--- src/rtl/boton_antirebote_pkg.sv ---
// Shared types and constants for the button debouncer.
package boton_antirebote_pkg;

    typedef enum logic [1:0] {
        REPOSO,
        FILTRO_ON,
        PRESIONADO,
        FILTRO_OFF
    } estado_t;

    localparam int unsigned CICLOS_ESTABLE_DEF = 1_000_000;

endpackage

--- src/rtl/boton_antirebote_sincronizador.sv ---
// Two-flop synchronizer bringing the asynchronous button into the clk domain.
module sincronizador (
    input  logic clk,
    input  logic reset_i,
    input  logic d,
    output logic q
);

    logic meta;

    always_ff @(posedge clk or posedge reset_i) begin
        if (reset_i) begin
            meta <= 1'b0;
            q    <= 1'b0;
        end else begin
            meta <= d;
            q    <= meta;
        end
    end

endmodule

--- src/rtl/boton_antirebote.sv ---
// Debounces a mechanical button: a level is accepted only after holding for
// CICLOS_ESTABLE cycles; each accepted press emits a one-cycle strobe.
module boton_antirebote
    import boton_antirebote_pkg::*;
#(
    parameter int unsigned CICLOS_ESTABLE = CICLOS_ESTABLE_DEF
) (
    input  logic clk,
    input  logic reset_i,
    input  logic boton_i,
    output logic pulso_o,
    output logic nivel_o
);

    localparam int unsigned CNT_W = $clog2(CICLOS_ESTABLE);
    localparam logic [CNT_W-1:0] CNT_MAX = CNT_W'(CICLOS_ESTABLE - 1);

    logic             s;
    estado_t          estado, estado_next;
    logic [CNT_W-1:0] cnt, cnt_next;
    logic             pulso_next;
    logic             nivel_next;

    sincronizador u_sincronizador (
        .clk     (clk),
        .reset_i (reset_i),
        .d       (boton_i),
        .q       (s)
    );

    always_ff @(posedge clk or posedge reset_i) begin
        if (reset_i) begin
            estado  <= REPOSO;
            cnt     <= '0;
            pulso_o <= 1'b0;
            nivel_o <= 1'b0;
        end else begin
            estado  <= estado_next;
            cnt     <= cnt_next;
            pulso_o <= pulso_next;
            nivel_o <= nivel_next;
        end
    end

    always_comb begin
        estado_next = estado;
        cnt_next    = cnt;
        pulso_next  = 1'b0;
        case (estado)
            REPOSO: begin
                if (s) begin
                    estado_next = FILTRO_ON;
                    cnt_next    = '0;
                end
            end
            FILTRO_ON: begin
                if (!s) begin
                    estado_next = REPOSO;
                    cnt_next    = '0;
                end else if (cnt == CNT_MAX) begin
                    estado_next = PRESIONADO;
                    cnt_next    = '0;
                    pulso_next  = 1'b1;
                end else begin
                    cnt_next = cnt + CNT_W'(1);
                end
            end
            PRESIONADO: begin
                if (!s) begin
                    estado_next = FILTRO_OFF;
                    cnt_next    = '0;
                end
            end
            FILTRO_OFF: begin
                if (s) begin
                    estado_next = PRESIONADO;
                    cnt_next    = '0;
                end else if (cnt == CNT_MAX) begin
                    estado_next = REPOSO;
                    cnt_next    = '0;
                end else begin
                    cnt_next = cnt + CNT_W'(1);
                end
            end
            default: begin
                estado_next = REPOSO;
                cnt_next    = '0;
            end
        endcase
        // Level is registered from the next state so it rises together with the strobe.
        nivel_next = (estado_next == PRESIONADO) || (estado_next == FILTRO_OFF);
    end

endmodule
--- config.mk ---
export PLATFORM = sky130hd
export DESIGN_NAME = boton_antirebote
export DESIGN_NICKNAME = d
export VERILOG_FILES = /design/src/rtl/boton_antirebote_pkg.sv /design/src/rtl/boton_antirebote_sincronizador.sv /design/src/rtl/boton_antirebote.sv
export SDC_FILE = /design/constraint.sdc
export NUM_CORES = 1
export LEC_CHECK = 0
export CORE_MARGIN = 10
export CORE_UTILIZATION = 40
export DETAILED_ROUTE_END_ITERATION = 6
export PLACE_DENSITY_LB_ADDON = 0.15
export SETUP_SLACK_MARGIN = 0.02
export SYNTH_ARGS = -nofsm -noshare
export SYNTH_HDL_FRONTEND = slang
export SYNTH_SLANG_ARGS = --single-unit
--- constraint.sdc ---
create_clock -name clk -period 1.9 [get_ports clk]
set_clock_uncertainty 0.1 [all_clocks]
set_input_delay 0.38 -clock clk [delete_from_list [all_inputs] [get_ports clk]]
set_output_delay 0.38 -clock clk [all_outputs]
set_load 0.05 [all_outputs]
; ---- Word level (Yosys, flattened, before mapping)
; Cells that the tools add are included.
[word_totals]
ff_bits = 26
in_bits = 3
out_inout_bits = 2
elab_cells = 34
[op_classes]
n_addsub = 1
eq_ne = 8
mux = 16
n_reduce_logical = 3
[ops]
columns = cell, count
row1 = $mux 20, 5
row2 = $pmux 20 s4, 1
row3 = $add 20x1->20 const B, 1
row4 = $eq 20x20->1 const B, 1
row5 = $mux 2, 6
row6 = $eq 2x2->1 const B, 4
row7 = $pmux 2 s4, 1
row8 = $mux 1, 3
row9 = $eq 2x1->1 const B, 1
row10 = $logic_not 2->1, 1
row11 = $ne 2x1->1 const B, 1
row12 = $ne 2x2->1 const B, 1
row13 = $reduce_and 2->1, 1
row14 = $logic_or 1x1->1, 1

; ---- Depth between registers and ports, before layout
; Gate-level depths: netlist of the first run.
[depth]
depth_word = 6
ltp_mapped = 7
mapped_depth_nobuf = 6

; ---- Cells and area by module
; From an unflattened synthesis of the first run, not the netlist that was laid out.
[unflattened]
hier_cells = 143
hier_area_um2 = 1425.1
[modules_own_cells]
columns = module, instances, cells_per_inst, area_per_inst_um2, seq_area_each_um2
row1 = boton_antirebote, 1, 140, 1371.3, 600.6
row2 = sincronizador, 1, 3, 53.8, 50.0

; ---- Least setup slack after synthesis of the first run
; OpenSTA, ideal clock, no wires.
[synth_timing]
kind = reg2reg
startpoint = register cnt[0]
endpoint = register cnt[14]
setup_ps = 129
t_arrival_ps = 1680
t_required_ps = 1671
path_slack_ps = -9
stages_incl_launch_ff = 8
path_buffers = 1
synth_period_minus_slack_ps = 1909
cell_sequence = dfrtp_1 > ha_1 > nand4_2 > or3_4 > o31a_1 > buf_6 > a31oi_4 > o31ai_1
[synth_via]
elab_chain_len = 4
elab_cells_between_ends = 6
classes_between = 1 x add/sub / 1 x eq/ne / 4 x mux
[synth_lines]
columns = item, line
row1 = from (decl), boton_antirebote.sv:20  ; logic [CNT_W-1:0] cnt, cnt_next;
row2 = from (signal assigned), boton_antirebote.sv:39  ; cnt <= cnt_next;
row3 = $add 20x1->20 / $eq 20x20->1 (equally long branches), --
row4 = $mux 20 *, "boton_antirebote.sv:60, boton_antirebote.sv:78"
row5 = "$mux 20, on equally long branches", "boton_antirebote.sv:75, boton_antirebote.sv:57"
row6 = $pmux 20 s4 *, boton_antirebote.sv:49  ; case (estado)
; Every way passes the cells marked *; elsewhere a longest branch is shown, timed or not.
; A chain may end at the register's enable or synchronous reset.

; ---- Worst setup path in the final report of the first run
[layout_timing]
startpoint = register cnt[1]
endpoint = register cnt[13]
; The elaborated chain is that of the path after synthesis.

==> key figures, run 1 <==
Synthesis
  • Ranking of synthesized cells by area: dfrtp_1, xor2_1, nand3_1
  • Post-synth cell types: 35
  • Sequential fraction of the synthesis area: 0.4851
  • Synthesized cell area: 0.001341 sq mm
  • Synth Instances: 133
  • Area leader, netlist: dfrtp_1
  • Number of flops mapped to enable cells by yosys: 0
  • Main flop type after synthesis: dfrtp_1
  • Synth warn: 0
  • Async set-reset flop share out of synthesis: 1.000
  • Post-Syn Area per Cell: 10.08 sq um
  • #FFs+latches synth: 26
  • Top cell type's share of synthesized area: 0.4851
  • Post-Syn Nets: 137

STA
  • Max Freq: 527.3 MHz
  • Worst-Margin Slew: 399.8 ps
  • Setup ws final: 3.523 ps
  • Unrepaired setup endpoints after global routing: true
  • Final hold violations: 0
  • # setup viols final: 0
  • Final Slew Violations: 0
  • Slew margin rel.: 0.7315
  • Final worst path period need: 1896 ps
  • Tcrit/Tclk final: 0.9981

Drt
  • DR vias/cell: 5.304
  • Drt pass-1 iters: 4
  • Initial drt markers: 89
  • Post-DRT Antenna Nets: 0
  • Total Wirelength: 2.952 mm
  • Avg WL per Cell: 14.26 um
  • DRC Markers: 0
  • Routed vias: 1098

GRT
  • Vias in the first global route: 1127
  • Initial antenna violation count: 0
  • GRT overflow: 0
  • Largest net degree at the start of global routing: 27
  • GRT Total Usage: 0.1059
  • Global-route wire length before repair: 5.244 mm

Floorplan
  • Initial Util: 0.4288
  • Io pins: 5
  • Die H: 77.91 um
  • Core area: 0.003128 sq mm
  • Full die area: 0.006069 sq mm
  • Rows: 20
  • DIE WIDTH: 77.91 um

Layout
  • Ant diodes: 0
  • Fill cells: 285
  • Area delta synth->final: 28.54%
  • Fin util: 0.5512
  • Share of cells above drive strength 1: 0.3129
  • Nets: 168

Worst setup path
  • Slowest CP cell: dfrtp_1
  • Setup crit end kind: register
  • Startpoint Class: register
  • CP Max Fanout: 10
  • Buffer and inverter count on the worst path: 0
  • Critical path type: reg -> reg
  • Arrival time worst endpoint: 2020 ps
  • Crit-path max cell delay: 420 ps
  • Critical Path, Cell by Cell: ha_4 > nand4_4 > or3_4 > o31a_4 > nor2_8 > nor2_1
  • Top delay family on crit path: simple AND/OR/NAND/NOR gates
  • CP required: 2020 ps

Power
  • Peak VDD IR: 0.3051 mV
  • Cell area power density: 597.2 mW/mm^2
  • Leakage Power: 0.7713 nW
  • Final total power: 1.030 mW

CTS
  • Post-CTS Hold Buffers: 0
  • CTS root buf: clkbuf_4
  • CTS tree: yes
  • Worst-path clk slew: 160 ps
  • Max clock buf depth: 2
  • Worst-Skew Late Latency: 330 ps
  • Sink Count: 26
  • Num CTS Buffers: 3
  • H-tree levels: 1

Placement
  • Gpl congestion: 0.7938
  • Placement Setup Slack: -65.96 ps
  • Dpl hpwl: 2.200 mm
  • # port buffers: 4

Hold path
  • Tightest Hold Check Type: in -> async

Run
  • Max-capacitance violation count: 0

Run status
  • Outcome: complete, no violations
## what timing repair did
action	in CTS	in global routing
setup endpoints to repair	21	22
pin swaps	1	3
buffers inserted	1	1
gates resized for setup	5	10
cloned	0	0
## path summary, 6_finish.rpt
path	endpoint	depth (start not counted)	startpoint	slack, ps
max	cnt[13]$_DFFE_PP0P_	6	cnt[1]$_DFFE_PP0P_	4
max reg2reg	cnt[13]$_DFFE_PP0P_	6	cnt[1]$_DFFE_PP0P_	4
max in group asynchronous	cnt[2]$_DFFE_PP0P_	3	reset_i	1150
min	cnt[17]$_DFFE_PP0P_	3	reset_i	270
min in group clk	u_sincronizador.q$_DFF_PP0_	0	u_sincronizador.meta$_DFF_PP0_	270
min reg2reg	u_sincronizador.q$_DFF_PP0_	0	u_sincronizador.meta$_DFF_PP0_	270
## cell usage after synthesis, types with 2 or more instances
library cell,n
dfrtp_1,26
nand2_1,12
nor2_1,12
nand3_1,11
nand4_1,7
xor2_1,7
and3_1,6
inv_1,6
a21oi_1,5
o21ai_0,5
xnor2_1,5
nor4_1,3
or3_1,3
mux2_2,2
nand3b_1,2
or2_2,2
## cells in the final DEF, fill, tap and decap left out, types with 2 or more instances in the layout
master           count
nor2_1              12
or2_2                2
buf_4               25
nand3b_1             2
o21ai_0              3
a21oi_1              4
nor4_1               2
dfrtp_1             26
or3_1                3
nand3_1             11
clkbuf_4             3
inv_1                6
mux2_2               2
nand2_1             11
clkdlybuf4s50_1      2
and3_1               6
nand4_1              7
xor2_1               7
xnor2_1              5
## per-stage QoR
step                      cells  TNS (ps)  instance area, sq um  hold WS (ps)
final                       207         0                  1724         270.0
after global routing        207     -1068                  1724         287.4
after CTS                   206         0                  1679         272.7
after detailed placement    201    -709.8                  1599         238.7
after global placement      201         0                  1599         234.3
after floorplan             133         0                  1363         231.2
## layout make-up
type                            count  area (sq um)  share of cell area
Clock buffer                        3         22.52             0.01306
Clock inverter                      1         30.03             0.01742
Inverter                            6         22.52             0.01306
Multi-Input combinational cell    100         735.7              0.4267
Sequential cell                    26         650.6              0.3774
Tap cell                           44         55.05             0.03193
Timing Repair Buffer               27         207.7              0.1205
## cells by family (layout without fill, tap and decap cells)
kind of cell | Yosys count | in the layout | synth area share
simple gates | 67 | 67 | 0.2864
compound gates | 18 | 18 | 0.09888
fa+ha+maj | 1 | 1 | 0.009327
xor+xnor | 12 | 12 | 0.07836
flops | 26 | 26 | 0.4851
mux | 2 | 2 | 0.01679
buf+inv | 7 | 37 | 0.02518
## worst min-delay path, cell delays in order
cell and delay [ps]:
clkdlybuf4s50_1 400, inv_1 50, buf_4 310
## routing by layer
metal	global-route usage	up-vias	wire length (um)
met4	0.05018	0	36
met5	0	-	0
met1	0.1291	540	1431
met3	0.02189	4	69
met2	0.1741	11	1414
li1	-	543	-
## registers in the layout (all words and copies together), names as in the netlist
register              cells
cnt                      20
estado                    2
nivel_o                   1
pulso_o                   1
u_sincronizador.meta      1
u_sincronizador.q         1
## power breakdown
part	internal [mW]	leakage, nW	switching (mW)
Sequential	0.560	0.355	0.00779
Clock	0.214	0.0279	0.171
Combinational	0.0310	0.388	0.0456
Total	0.805	0.771	0.225
No activity file was read; power rests on OpenSTA's default activity.
==> run 2: changes to the inputs <==
- CORE_UTILIZATION: 40 -> 35
==> run 2 against run 1 <==
Combinational power rose by 4.0%. Non-clock buffer count up 2. Power fell by 2.3%. Critical endpoint is now cnt[11]$_DFFE_PP0P_. Clock-buffer cell count rose by 1. Cell count grew 3.4%. Critical path depth unchanged.
==> key figures, run 2 (synthesized netlist as in run 1, its figures left out) <==
GRT
  • Largest net degree at the start of global routing: 27 (unchanged)
  • GRT Total Usage: 0.09966 (-0.006196)
  • Initial antenna violation count: 0 (unchanged)
  • GRT overflow: 0 (unchanged)
  • Global-route wire length before repair: 5.354 mm (+2.1%)
  • Vias in the first global route: 1150 (+2.0%)

Placement
  • Dpl hpwl: 2.225 mm (+1.1%)
  • Gpl congestion: 0.7763 (-2.2%)
  • Placement Setup Slack: -96.64 ps (-30.68 ps)
  • # port buffers: 4 (unchanged)

Floorplan
  • Core area: 0.003689 sq mm (+18%)
  • Full die area: 0.006708 sq mm (+11%)
  • Initial Util: 0.3636 (-0.06516)
  • Rows: 22 (+10%)
  • DIE WIDTH: 81.91 um (+5.1%)
  • Io pins: 5 (unchanged)
  • Die H: 81.91 um (+5.1%)

Drt
  • Initial drt markers: 55 (-38%)
  • DRC Markers: 0 (unchanged)
  • Drt pass-1 iters: 4 (unchanged)
  • Avg WL per Cell: 14.31 um (+0.37%)
  • Total Wirelength: 3.063 mm (+3.8%)
  • Post-DRT Antenna Nets: 0 (unchanged)
  • DR vias/cell: 5.084 (-4.2%)
  • Routed vias: 1088 (-0.91%)

Layout
  • Fin util: 0.4780 (-0.07325)
  • Ant diodes: 0 (unchanged)
  • Area delta synth->final: 31.44%
  • Nets: 171 (+1.8%)
  • Fill cells: 368 (+29%)
  • Max FFs per register: 20 (unchanged)
  • Share of cells above drive strength 1: 0.3193 (+0.006394)
  • Top reg by flops: cnt
  • Top Registers: cnt x20, estado x2
  • Most frequent cells in the layout: dfrtp_1, buf_4, nand3_1, nand2_1, nor2_1

Worst setup path
  • Top delay family on crit path: simple AND/OR/NAND/NOR gates
  • R2R depth: 6 (unchanged)
  • Buffer and inverter count on the worst path: 0 (unchanged)
  • CP required: 1960 ps (-60 ps)
  • Critical path type: reg -> reg
  • Arrival time worst endpoint: 1950 ps (-70 ps)
  • Worst path depth: 6 (unchanged)
  • Worst r2r src: cnt[1]$_DFFE_PP0P_
  • Slowest CP cell: dfrtp_1
  • Setup crit start: cnt[1]$_DFFE_PP0P_
  • Critical Path, Cell by Cell: ha_4 > nand4_4 > or3_4 > o31a_4 > nor2_4 > nor2_1
  • CP Max Fanout: 9 (-1)
  • Setup crit end kind: register
  • Critical path endpoint: cnt[11]$_DFFE_PP0P_
  • Crit-path max cell delay: 400 ps (-20 ps)
  • RR Endpoint: cnt[11]$_DFFE_PP0P_
  • Reg2reg setup slack: 20 ps (about the same)
  • Startpoint Class: register

STA
  • Slew margin rel.: 0.6795 (-0.05205)
  • Setup ws final: 15.66 ps (+12.14 ps)
  • Max Freq: 530.7 MHz (+0.64%)
  • Final hold violations: 0 (unchanged)
  • Unrepaired setup endpoints after global routing: true
  • Tcrit/Tclk final: 0.9918 (-0.006391)
  • Final worst path period need: 1884 ps (-12.14 ps)
  • Worst-Margin Slew: 477.3 ps (+77.52 ps)
  • Final Slew Violations: 0 (unchanged)
  • # setup viols final: 0 (unchanged)

Hold path
  • Tightest Hold Check Type: reg -> reg

Power
  • Leakage Power: 0.7807 nW (+1.2%)
  • Cell area power density: 570.6 mW/mm^2 (-4.5%)
  • Peak VDD IR: 0.2925 mV (-4.1%)

CTS
  • Worst-path clk slew: 90 ps (-70 ps)
  • Num CTS Buffers: 3 (unchanged)
  • Post-CTS Hold Buffers: 0 (unchanged)
  • CTS root buf: clkbuf_8
  • CTS tree: yes
  • Sink Count: 26 (unchanged)
  • Worst-Skew Late Latency: 270 ps (-60 ps)
  • H-tree levels: 1 (unchanged)
  • Max clock buf depth: 2 (unchanged)

Run
  • Max-capacitance violation count: 0 (unchanged)

Run status
  • Outcome: complete, no violations
==> run 2: worst min path at each step <==
stage / start / endpoint / slack, ps / depth (start not counted)
global placement: u_sincronizador.meta$_DFF_PP0_ / u_sincronizador.q$_DFF_PP0_ / 240 / 0
CTS: u_sincronizador.meta$_DFF_PP0_ / u_sincronizador.q$_DFF_PP0_ / 280 / 0
floorplan: u_sincronizador.meta$_DFF_PP0_ / u_sincronizador.q$_DFF_PP0_ / 230 / 0
global route: u_sincronizador.meta$_DFF_PP0_ / u_sincronizador.q$_DFF_PP0_ / 280 / 0
detailed placement: u_sincronizador.meta$_DFF_PP0_ / u_sincronizador.q$_DFF_PP0_ / 250 / 0
finish: u_sincronizador.meta$_DFF_PP0_ / u_sincronizador.q$_DFF_PP0_ / 270 / 0
==> run 2: metal layers <==
layer / GRT usage / vias up / routed length [um]
met2: 0.1567 / 6 / 1478
met1: 0.1350 / 530 / 1507
li1: - / 547 / -
met4: 0.02721 / 0 / 29
met3: 0.02074 / 5 / 48
met5: 0 / - / 0
==> run 2: stage by stage <==
| step | setup TNS, ps | hold WS (ps) | power [mW] | std cells | area [sq um] |
|---|---|---|---|---|---|
| CTS | 0 | 277.4 | 1.012 | 213 | 1714 |
| global placement | -575.5 | 240.1 | 0.6449 | 208 | 1627 |
| floorplan | 0 | 231.2 | 0.6204 | 133 | 1363 |
| detailed placement | -1484 | 255.0 | 0.6460 | 208 | 1627 |
| finish | 0 | 269.5 | 1.006 | 214 | 1763 |
| global route | -870.9 | 284.4 | 1.051 | 214 | 1763 |
==> run 2: final cells by class <==
cell class / instances / area [sq um] / share of cell area
Multi-Input combinational cell: 101 / 748.2 / 0.4244
Tap cell: 48 / 60.06 / 0.03407
Clock buffer: 4 / 55.05 / 0.03123
Timing Repair Buffer: 29 / 226.5 / 0.1285
Inverter: 6 / 22.52 / 0.01278
Sequential cell: 26 / 650.6 / 0.3691
==> run 2: timing repair <==
item                       CTS  global route
gates cloned                 0             1
pin swaps                    0             5
setup buffers                1             0
resized for setup            5            11
setup endpoints to repair   21            21
==> run 2: power breakdown <==
| part | internal [mW] | switching [mW] | leakage (nW) |
|---|---|---|---|
| Combinational | 0.0306 | 0.0491 | 0.397 |
| Clock | 0.185 | 0.175 | 0.0288 |
| Sequential | 0.560 | 0.00631 | 0.355 |
| Total | 0.776 | 0.230 | 0.781 |
==> run 3: changes to the inputs <==
==> constraint.sdc (replaced) <==
create_clock -name clk -period 1.9 [get_ports clk]
set_clock_uncertainty 0.1 [all_clocks]
set_input_delay 0.285 -clock clk [delete_from_list [all_inputs] [get_ports clk]]
set_output_delay 0.285 -clock clk [all_outputs]
set_load 0.05 [all_outputs]
==> run 3 against run 2 <==
Register-to-register slack improved by 20 ps. Die area unchanged. Via count rose by 0.92%. Sequential cell count unchanged. Hold slack got worse by 13 ps. Non-clock buffer count shrank 1. Global-route usage decreased by 0.35 points. Critical endpoint is now estado[1]$_DFF_PP0_. Highest routed layer unchanged.
==> key figures, run 3 (synthesized netlist as in run 1, its figures left out) <==
STA
  • # setup viols final: 0 (unchanged)
  • Worst-Margin Slew: 514.6 ps (+37.28 ps)
  • Unrepaired setup endpoints after global routing: true
  • Slew margin rel.: 0.6559 (-0.02364)
  • Setup ws final: 32.80 ps (+17.13 ps)
  • Max Freq: 535.6 MHz (+0.92%)
  • Final hold violations: 0 (unchanged)
  • Final worst path period need: 1867 ps (-17.13 ps)
  • Total negative slack: 0 ps (unchanged)
  • Tcrit/Tclk final: 0.9827 (-0.009018)
  • Final Slew Violations: 0 (unchanged)
  • Hold WS: 256.6 ps (-12.92 ps)

Drt
  • Avg WL per Cell: 13.49 um (-5.8%)
  • Total Wirelength: 2.859 mm (-6.7%)
  • Drt pass-1 iters: 4 (unchanged)
  • DRC Markers: 0 (unchanged)
  • DR vias/cell: 5.179 (+1.9%)
  • Initial drt markers: 36 (-35%)
  • Routed vias: 1098 (+0.92%)
  • Post-DRT Antenna Nets: 0 (unchanged)

Worst setup path
  • Critical Path, Cell by Cell: ha_4 > nand4_4 > or3_4 > buf_6 > nor3_4 > nand2_2 > mux2_2
  • CP Max Fanout: 3 (-6)
  • CP required: 1970 ps (about the same)
  • Crit-path max cell delay: 400 ps (about the same)
  • Top delay family on crit path: simple AND/OR/NAND/NOR gates
  • Buffer and inverter count on the worst path: 1 (+1)
  • Critical path type: reg -> reg
  • Arrival time worst endpoint: 1940 ps (about the same)
  • Slowest CP cell: dfrtp_1
  • Setup crit end kind: register
  • Startpoint Class: register

Power
  • Final total power: 1.104 mW (+9.7%)
  • Leakage Power: 0.7799 nW (-0.11%)
  • Cell area power density: 630.1 mW/mm^2 (+10%)
  • Peak VDD IR: 0.3103 mV (+6.1%)

Placement
  • Dpl hpwl: 2.212 mm (-0.56%)
  • Gpl congestion: 0.7825 (+0.80%)
  • Placement Setup Slack: -54.36 ps (+42.28 ps)
  • # port buffers: 4 (unchanged)
  • Placed Cells: 207 (-0.48%)
  • DP Area: 0.001624 sq mm (-0.15%)

Layout
  • Most frequent cells in the layout: dfrtp_1, buf_4, nor2_1
  • Nets: 169 (-1.2%)
  • Multi-input gate area: 723.2 sq um (-3.3%)
  • Share of cells above drive strength 1: 0.2988 (-0.02050)
  • Fill cells: 369 (+0.27%)
  • Sequential cell area: 650.6 sq um (unchanged)
  • Max FFs per register: 20 (unchanged)
  • Ant diodes: 0 (unchanged)
  • Fin util: 0.4749 (-0.003053)
  • Non-filler cells in the finished layout: 212 (-0.93%)
  • Top reg by flops: cnt
  • Area delta synth->final: 30.60%
  • Fin area: 0.001752 sq mm (-0.64%)
  • Commonest non-fill, non-tap cell in the layout: dfrtp_1
  • Top Registers: cnt x20, estado x2

GRT
  • Largest net degree at the start of global routing: 27 (unchanged)
  • GRT Total Usage: 0.09617 (-0.003497)
  • GRT overflow: 0 (unchanged)
  • Initial antenna violation count: 0 (unchanged)
  • Global-route wire length before repair: 5.106 mm (-4.6%)
  • Vias in the first global route: 1134 (-1.4%)

CTS
  • Num CTS Buffers: 3 (unchanged)
  • H-tree levels: 1 (unchanged)
  • CTS tree: yes
  • CTS root buf: clkbuf_8
  • Max clock buf depth: 2 (unchanged)
  • Sink Count: 26 (unchanged)
  • Worst-Skew Late Latency: 280 ps (about the same)
  • Post-CTS Hold Buffers: 0 (unchanged)
  • Worst-path clk slew: 90 ps (about the same)

Run
  • Max-capacitance violation count: 0 (unchanged)

Hold path
  • Tightest Hold Check Type: in -> async

Floorplan
  • DIE WIDTH: 81.91 um (unchanged)
  • Initial Util: 0.3636 (unchanged)
  • Full die area: 0.006708 sq mm (unchanged)
  • Core area: 0.003689 sq mm (unchanged)
  • Rows: 22 (unchanged)
  • Die H: 81.91 um (unchanged)
  • Io pins: 5 (unchanged)

Run status
  • Outcome: complete, no violations
==> run 3: area by class of cell <==
class	count	area share
multi-input combinational	100	0.4129
sequential	26	0.3714
timing repair buffer	28	0.1279
tap	48	0.03429
clock buffer	3	0.02357
clock inverter	1	0.01714
inverter	6	0.01286
==> run 3: path summary, 6_finish.rpt <==
path / startpoint / to / slack, ps / depth (start not counted)
setup / recovery: cnt[1]$_DFFE_PP0P_ / estado[1]$_DFF_PP0_ / 30 / 7
hold / removal: reset_i / estado[1]$_DFF_PP0_ / 260 / 3
setup reg to reg: cnt[1]$_DFFE_PP0P_ / estado[1]$_DFF_PP0_ / 30 / 7
hold reg to reg: u_sincronizador.meta$_DFF_PP0_ / u_sincronizador.q$_DFF_PP0_ / 270 / 0
max in group asynchronous: reset_i / cnt[10]$_DFFE_PP0P_ / 1200 / 3
min in group clk: u_sincronizador.meta$_DFF_PP0_ / u_sincronizador.q$_DFF_PP0_ / 270 / 0
==> run 3: report_power, final <==
group	internal [mW]	total (mW)	switching [mW]
clock	0.282	0.463	0.181
sequential	0.560	0.567	0.00746
combinational	0.0297	0.0734	0.0437
total	0.872	1.10	0.232
==> run 3: worst reg2reg max path: stages, from the launching register on <==
cell	delay (ps)
dfrtp_1	400
ha_4	160
nand4_4	100
or3_4	350
buf_6	130
nor3_4	160
nand2_2	90
mux2_2	270
==> run 3: repair_timing <==
item                       CTS  global route
buffers inserted             0             1
pin swaps                    0             2
setup endpoints to repair   21            22
gates resized for setup      4             8
==> run 3: routing by layer <==
metal	up-vias	wire, um	GRT usage
met5	-	0	0
met4	0	23	0.02551
met3	3	56	0.01965
met2	10	1414	0.1614
met1	546	1364	0.1225
li1	539	-	-
==> RTL edit 1, RTL diff (flow settings as in run 2) <==
Re-encode `estado_t` (4 values) as one-hot, 4 bits wide.
--- a/src/rtl/boton_antirebote_pkg.sv
+++ b/src/rtl/boton_antirebote_pkg.sv
@@ -3,7 +3,7 @@
 
-    typedef enum logic [1:0] {
-        REPOSO,
-        FILTRO_ON,
-        PRESIONADO,
-        FILTRO_OFF
+    typedef enum logic [3:0] {
+        REPOSO     = 4'b0001,
+        FILTRO_ON  = 4'b0010,
+        PRESIONADO = 4'b0100,
+        FILTRO_OFF = 4'b1000
     } estado_t;
Behaviour: same outputs for any inputs over 10 cycles, from zero or initial values and one cycle with reset_i high; not proved beyond that.
==> RTL edit 1 against run 2 <==
  * Area after synthesis is 20% higher
  * Worst setup slack gained 0.079 ns
  * Design area increased by 12%
  * Clock power increased by 34%
  * Total power rose by 25%
  * Sequential cell count up 2
  * Core utilization is 3.2 points lower
  * Routed wire length grew 23%
  * Sequential power is 11% higher
  * First-iteration DRC count grew 20%
  * Largest cell class unchanged
==> RTL edit 1: results (changes against run 2) <==
[run_status]
status=completed

[timing]
worstMarginPinSlew_ns=0.5255  ; +0.04819 ns
whs_ns=0.2604  ; -0.009112 ns
min_period_over_period_pct=95.01  ; -4.2 points

[layout]
layout.nets=197  ; +15%
area_growth_pct=22.24
top_regs=cnt (20), estado (4)
drive_gt1_share_pct=26.04  ; -5.9 points

[worst_setup_path]
slowest_delay_ns=0.61  ; +0.21 ns
worstReg2RegEnd=cnt[8]
rr_worst_depth=5  ; -1
cp_slowest_cell=dfstp_2
crit_path_end=cnt[8]
reg2reg_from=estado[0]
r2r_slack_ns=0.09  ; +0.08 ns

[power_and_ir_drop]
comb_power_share_pct=11.9  ; +4.0 points
internal_power_uw=954.4  ; +23%
power.share.clock_pct=38.2  ; +2.4 points

[place]
gp_congestion=0.8547  ; +10%
dp.cells=239  ; +15%
placed_cell_area_um2=1819  ; +12%

[synthesis]
synth_compound_area_share_pct=17.19  ; +7.3 points
synth.distinct_cells=42  ; +20%
synth-adder-area-share_pct=0.7776  ; -0.16 points
synth_area_leaders=dfrtp_1, a31oi_1, nand2_1

[drt]
wl_met3_um=129  ; +170%
wl_met1_mm=1.697  ; +13%
wl_per_cell_um=15.44  ; +7.9%
wl_met2_mm=1.855  ; +26%

[global_route]
grt.total_usage_pct=10.18  ; +0.22 points
met1_usage_pct=12.50  ; -1.0 points
grtUsageMet2_pct=16.73  ; +1.1 points
grt_util_met3_pct=1.857  ; -0.22 points
grt_max_degree=29  ; +7.4%

RTL edit 1: cell count changes in the layout (fill, tap and decap cells not counted), sizes merged, moves of 4 or more:
| cell | before | now |
|---|---|---|
| a31oi | 1 | 14 |
| nand2 | 12 | 17 |
| nor3 | 1 | 5 |
| xnor2 | 5 | 1 |
RTL edit 1: critical path: cells and delay by family, from the launching register on:
| family | cells | cell delay [ns] |
|---|---|---|
| flip-flops | 1 | 0.61 |
| multiplexers | 1 | 0.26 |
| AND/OR/NAND/NOR | 2 | 0.31 |
| AO/OA/AOI/OAI | 2 | 0.43 |
RTL edit 1: layout make-up:
type / instances / area share, %
clock inverter: 1 / 1.527
inverter: 4 / 0.7634
clock buffer: 3 / 2.099
timing repair buffer: 28 / 11.13
tap: 52 / 3.308
multi-input combinational: 128 / 45.42
sequential: 28 / 35.75
RTL edit 1: timing repair:
item,CTS,global route
setup endpoints to repair,8,20
gates resized for setup,1,15
buffers inserted,0,1
==> RTL edit 2, RTL diff (flow settings as in run 2) <==
Without the edit above. `CICLOS_ESTABLE_DEF`: 1_000_000 -> 250_000.
--- a/src/rtl/boton_antirebote_pkg.sv
+++ b/src/rtl/boton_antirebote_pkg.sv
@@ -10,3 +10,3 @@
 
-    localparam int unsigned CICLOS_ESTABLE_DEF = 1_000_000;
+    localparam int unsigned CICLOS_ESTABLE_DEF = 250_000;
 
Behaviour: same outputs for any inputs over 10 cycles, from zero or initial values and one cycle with reset_i high; that may be too few to reach the edited logic, so the function may still have changed.
==> RTL edit 2 against run 2 <==
  * The flow now finishes with violations (negative setup slack)
  * Sequential cell count fell by 2
  * Non-clock buffer count decreased by 2
  * First-iteration DRC count rose by 20%
  * Via count shrank 3.5%
  * Worst setup slack worse by 0.16 ns
  * Count of clock-buffer cells in the layout is 1 lower
  * Global-route usage is 0.062 points lower
  * Routed wire length down 1.7%
  * Clock power down 39%
  * Worst hold slack improved by 0.0065 ns
  * Area after synthesis is 8.5% lower
  * Total power is 19% lower
  * Design area down 13%
  * Critical path type unchanged
  * Critical endpoint is now nivel_o
  * Largest cell class unchanged
  * Highest routed layer unchanged
==> RTL edit 2: results (changes against run 2) <==
[worst_setup_path]
rr_worst_depth=5  ; -1
cp_slowest_cell=or3_4
cp.arrival_ns=2.14  ; +0.19 ns
worstPathMaxFanout=4  ; -5
crit_path_end=nivel_o

[global_route]
grt_util_met3_pct=3.153  ; +1.1 points
grtUsageMet2_pct=17.46  ; +1.8 points
met1_usage_pct=11.39  ; -2.1 points
grt.total_usage_pct=9.905  ; -0.062 points
grt_max_degree=25  ; -7.4%
grt_pass1_wl_mm=5.078  ; -5.2%

[timing]
finalSetupViolations=4  ; +4
whs_ns=0.2760  ; +0.006450 ns
finalWorstSetupSlack_ns=-0.1411  ; -0.1568 ns

[drt]
wl_met2_mm=1.499  ; +1.4%
wl_met3_um=79  ; +65%
drt_iter0_markers=66  ; +20%
finalWirelength_mm=3.011  ; -1.7%
via_per_inst=5.497  ; +8.1%
wl_per_cell_um=15.76  ; +10%

[run_status]
status=finished, violations left
violations=negative setup slack

[layout]
top_regs=cnt (18), estado (2)
register_area_um2=600.6  ; -7.7%
num-fill-cells=348  ; -5.4%
drive_gt1_share_pct=28.28  ; -3.7 points

[cts]
clk_pin_slew_worst_paths_ns=0.13  ; +0.04 ns
clk_latency_ns=0.31  ; +0.04 ns
root_buffer=clkbuf_4

[power_and_ir_drop]
peakVddDrop_mv=0.2813  ; -3.8%

[synthesis]
synthMuxAreaShare_pct=1.835  ; +0.16 points
synthXorXnorAreaFrac_pct=5.708  ; -2.1 points
synth_area_leaders=dfrtp_1, xor2_1, a22oi_1
ys_top_cells_by_count=dfrtp_1, nand2_1, xor2_1
synth-adder-area-share_pct=1.019  ; +0.087 points
synth.distinct_cells=33  ; -5.7%
synth_compound_area_share_pct=18.04  ; +8.2 points
ys_seq_area_share_pct=48.93  ; +0.42 points
async_reset_ff_share_pct=100.0  ; unchanged
syn-num-nets=124  ; -9.5%

[place]
place_ws_ns=-0.1231  ; -0.02644 ns
dp_hpwl_mm=2.211  ; -0.62%
dp.cells=185  ; -11%
placed_cell_area_um2=1448  ; -11%
gp_congestion=0.7828  ; +0.84%

RTL edit 2: changes by cell type in the layout (fill, tap and decap cells not counted), sizes merged, moves of 5 or more:
| cell | run 2 | this run |
|---|---|---|
| nand3 | 11 | 5 |
| a22oi | 0 | 7 |
| nor2 | 15 | 2 |
| nand4 | 8 | 3 |
| or4 | 1 | 7 |
| xnor2 | 5 | 0 |
RTL edit 2: layout make-up:
| type | count | area share (%) |
|---|---|---|
| clock buffers | 3 | 1.466 |
| inverters | 3 | 0.7329 |
| multi-input cells | 88 | 41.21 |
| flip-flops and latches | 24 | 39.09 |
| well taps | 46 | 3.746 |
| repair buffers | 27 | 13.76 |
RTL edit 2: power by group:
part	total, µW	switching, µW	internal (µW)	leakage [µW]
Sequential	525	7.47	517	0.000327
Combinational	69.6	40.6	29.0	0.000322
Clock	218	144	74.1	0.0000138
Total	813	192	621	0.000663
RTL edit 2: timing repair:
item	in CTS	in global routing
pin swaps	2	3
gates resized for setup	1	9
setup buffers	2	1
endpoints found under the setup margin	6	13
